--- src/rtl/uart_rx.sv ---
// uart_rx: 8N1 UART receiver, 16x oversampled; in clk rst baud_tick rx, out rx_data rx_done frame_err rx_busy
module uart_rx (
  input  logic       clk,
  input  logic       rst,
  input  logic       baud_tick,
  input  logic       rx,
  output logic [7:0] rx_data,
  output logic       rx_done,
  output logic       frame_err,
  output logic       rx_busy
);
  typedef enum logic [1:0] {IDLE, START, DATA, STOP} state_t;
  state_t      state;
  logic        rx_m, rx_s, rx_prev;
  logic [3:0]  tick_cnt;
  logic [2:0]  bit_cnt;
  logic [7:0]  shreg;
  assign rx_busy = state != IDLE;
  always_ff @(posedge clk) begin
    if (rst) begin
      state     <= IDLE;
      rx_m      <= 1'b1;
      rx_s      <= 1'b1;
      rx_prev   <= 1'b1;
      tick_cnt  <= '0;
      bit_cnt   <= '0;
      shreg     <= '0;
      rx_data   <= '0;
      rx_done   <= 1'b0;
      frame_err <= 1'b0;
    end else begin
      rx_m      <= rx;
      rx_s      <= rx_m;
      rx_done   <= 1'b0;
      frame_err <= 1'b0;
      if (baud_tick) begin
        rx_prev <= rx_s;
        case (state)
          IDLE: if (rx_prev && !rx_s) begin
            state    <= START;
            tick_cnt <= '0;
          end
          START: if (tick_cnt == 4'd7) begin
            tick_cnt <= '0;
            bit_cnt  <= '0;
            state    <= rx_s ? IDLE : DATA;
          end else tick_cnt <= tick_cnt + 4'd1;
          DATA: if (tick_cnt == 4'd15) begin
            tick_cnt <= '0;
            shreg    <= {rx_s, shreg[7:1]};
            if (bit_cnt == 3'd7) state <= STOP;
            else bit_cnt <= bit_cnt + 3'd1;
          end else tick_cnt <= tick_cnt + 4'd1;
          STOP: if (tick_cnt == 4'd15) begin
            tick_cnt <= '0;
            state    <= IDLE;
            if (rx_s) begin
              rx_data <= shreg;
              rx_done <= 1'b1;
            end else frame_err <= 1'b1;
          end else tick_cnt <= tick_cnt + 4'd1;
          default: state <= IDLE;
        endcase
      end
    end
  end
endmodule

--- config.mk ---
export PLATFORM = sky130hd
export DESIGN_NAME = uart_rx
export DESIGN_NICKNAME = d
export VERILOG_FILES = /design/src/rtl/uart_rx.sv
export SDC_FILE = /design/constraint.sdc
export NUM_CORES = 1
export LEC_CHECK = 0
export BUFFER_PORTS_ARGS = -buffer_cell sky130_fd_sc_hd__buf_2
export CAP_MARGIN = 20
export CORE_UTILIZATION = 43
export DETAILED_ROUTE_END_ITERATION = 10
export REMOVE_ABC_BUFFERS = 1
export SLEW_MARGIN = 20
export SYNTH_ARGS = -nofsm -noshare
export SYNTH_HDL_FRONTEND = slang
export SYNTH_SLANG_ARGS = --single-unit
export TNS_END_PERCENT = 20
--- constraint.sdc ---
create_clock -name clk -period 2.7 [get_ports clk]
set_input_delay 0.135 -clock clk [delete_from_list [all_inputs] [get_ports clk]]
set_output_delay 0.135 -clock clk [all_outputs]
set_load 0.02 [all_outputs]
==> out/qor.yml <==
outcome: "complete, no violations"
clkTransAtPathRegs_ps: 90
syn_to_final_growth_pct: 10.7
grt_max_degree: 31
netlist_instances: 126
setup_tns_ps: 0
critPathSlowestCell: "dfxtp_1"
relSlewSlack: 0.656
drt-total-wl_um: 2080
ant_nets: 0
num_rows: 19
drtIter0Drc: 10
p_int_mw: 0.580
peakVddDrop_uv: 415
critPathRequiredTime_ps: 2880
synth-seq-cells: 30
r2r_start: "bit_cnt[0]"
worstSetupEndpointType: "flip-flop"
combPwrFrac: 0.030
io_buffer_count: 14
hold-path-cell-count: 2
period_minus_slack_ps: 1610
drv_slew: 0
synth_cell_types: 36
fin_nets: 149
syn-cell-area_mm2: 0.00128
cts_htree_levels: 2
fin_skew_ps: 9.89
finalCritPeriodShare: 0.596
postCtsSetupBuffers: 0
layout_common_cells: "30 x dfxtp_1, 27 x nor2_1, 21 x mux2i_1, 14 x buf_2, 5 x clkbuf_4"
path_buf_inv: 0
setup_violations: 0
cts_root_buf: "clkbuf_4"
drt-vias-per-instance: 5.24
antenna_found_initial: 0
drive_gt1_frac: 0.224
crit_path_frequent_cell: "ha_1"
fp.dieW_um: 56.6
yosysWarnings: 0
syn_avg_cell_area_um2: 10.2
dp_hpwl_um: 1500
cpPeakStageDelay_ps: 330
vias: 912
crit_chain: "ha_1 > ha_1 > and4bb_4 > o2111ai_2 > mux2i_1 > nor2_1"
wl_per_cell_um: 11.9
cpLargestDelayFamily: "adder cells"
maxCapViolations: 0
tightest_slew_ps: 516
min_to: "rx_prev"
hp-class: "input port to flip-flop"
min_from: "baud_tick"
track_usage: 0.143
rrSetupSlack_ps: 1090
crit_type: "flip-flop to flip-flop"
gp_congestion: 0.752
p_per_area_mw_per_mm2: 521
drc: 0
synth_seq_area_share: 0.469
grt_pass1_wl_um: 3480
post-route-util: 0.510
cts_sinks: 30
die_h_um: 56.6
core_mm2: 0.00278
max_freq_mhz: 621
rsz0062_at_grt: "no"
grt_pass1_vias: 785
drtPass1Iterations: 4
finalHoldViolCount: 0
dieArea_mm2: 0.00320
pin_count: 15
cts_made_buffers: 5
cts_tree: "done"
power_frac_clock: 0.363
p_sw_mw: 0.159
cp-start-kind: "flip-flop"
initial_core_util: 0.461
final_common_cell: "dfxtp_1"
diodes: 0
reg2reg_depth: 6
seqPwrFrac: 0.607
clkLatencyLatePin_ps: 310
crit_arrival_ps: 1790
reg2reg_to: "bit_cnt[0]"
critPathMaxFanout: 3
clockBufferDepth: 2
cellLeakagePower_nw: 0.633
grt-ovfl-total: 0
swShare: 0.216
-- per-layer routing --
| layer | global-route usage | up-vias | share of wire |
|---|---|---|---|
| met4 | 0.0732 | 0 | 0.013 |
| met1 | 0.178 | 424 | 0.47 |
| li1 | - | 467 | - |
| met5 | 0 | - | 0 |
| met2 | 0.213 | 17 | 0.46 |
| met3 | 0.0576 | 4 | 0.053 |
-- synth_stat cells --
cell | count | area (µm²)
a211o_1 | 1 | 8.76
a21oi_1 | 1 | 5.00
a22oi_1 | 1 | 7.51
a311oi_1 | 1 | 8.76
a31oi_1 | 2 | 12.5
and2_1 | 1 | 6.26
and3_1 | 1 | 6.26
and3_2 | 1 | 7.51
and3_4 | 1 | 11.3
and4_1 | 1 | 8.76
and4bb_4 | 1 | 16.3
buf_4 | 1 | 7.51
buf_6 | 2 | 22.5
clkbuf_1 | 3 | 11.3
dfxtp_1 | 30 | 601
ha_1 | 3 | 37.5
inv_1 | 2 | 7.51
mux2i_1 | 21 | 210
nand2_1 | 3 | 11.3
nand2b_1 | 1 | 6.26
nand3_1 | 2 | 10.0
nand3_4 | 1 | 17.5
nand3b_1 | 1 | 7.51
nand4_2 | 1 | 12.5
nor2_1 | 27 | 101
nor2_4 | 1 | 11.3
nor2b_1 | 3 | 18.8
nor3_1 | 2 | 10.0
nor3b_1 | 2 | 15.0
o2111ai_2 | 1 | 15.0
o21ai_0 | 1 | 5.00
o21ai_1 | 1 | 5.00
o21ai_2 | 1 | 8.76
or2_2 | 2 | 12.5
or2_4 | 1 | 8.76
xnor2_1 | 1 | 8.76
-- what timing repair did --
action                                  CTS  global route
gates resized for setup                   0             0
hold buffers                              1             0
endpoints found under the setup margin    0             0
hold endpoints to repair                  1             0
-- flip-flops by register name (all words and copies together) (netlist names), named ones only --
register,count
bit_cnt,3
tick_cnt,4
rx_done,1
frame_err,1
rx_m,1
rx_s,1
rx_prev,1
shreg,8
state,1
rx_data,8
-- layout make-up --
class / count / area (µm²)
Inverter: 2 / 7.51
Timing Repair Buffer: 15 / 80.1
Clock buffer: 7 / 55.1
Clock inverter: 1 / 5.00
Multi-Input combinational cell: 88 / 632
Sequential cell: 30 / 601
Tap cell: 31 / 38.8
Fill cell: 262 / 1360
-- kinds of logic after synthesis --
family,Yosys count,synth area share
AND/OR/NAND/NOR,53,0.233
flip-flops,30,0.469
multiplexers,21,0.164
AO/OA/AOI/OAI,10,0.0596
buffers and inverters,8,0.0381
adder cells (fa/ha/maj),3,0.0293
XOR/XNOR,1,0.00684
-- power groups by stage --
stage	sequential (mW)	combinational (mW)	clock, mW
6_report	0.448	0.0222	0.269
2_1_floorplan	0.458	0.00949	0
3_3_place_gp	0.459	0.0209	0
4_1_cts	0.448	0.0224	0.281
5_1_grt	0.449	0.0246	0.302
3_5_place_dp	0.459	0.0213	0
-- worst reg2reg max path, delay by kind of cell, from the launching register on --
| kind | cells | cell delay [ps] |
|---|---|---|
| compound gates | 1 | 180 |
| fa+ha+maj | 2 | 400 |
| flops | 1 | 330 |
| mux | 1 | 200 |
| simple gates | 2 | 380 |
-- metrics by stage --
stage	cell area [µm²]	hold slack [ps]	instances	setup WS (ps)	total power, mW
after floorplan	1240	204	120	1240	0.467
after CTS	1420	163	174	1070	0.752
after global placement	1350	319	165	1110	0.480
after global routing	1420	175	174	1000	0.776
final	1420	175	174	1090	0.739
after detailed placement	1350	321	165	1080	0.480
-- how the worst max path moves through the flow --
stage / startpoint / end / cells after the start
final: bit_cnt[0] / bit_cnt[0] / 6
after global routing: tick_cnt[0] / shreg[4] / 5
after CTS: bit_cnt[0] / bit_cnt[0] / 6
after detailed placement: bit_cnt[0] / bit_cnt[0] / 6
after global placement: bit_cnt[0] / bit_cnt[0] / 6
after floorplan: bit_cnt[0] / bit_cnt[0] / 6
Note: power is estimated with default switching activity, not from simulation.
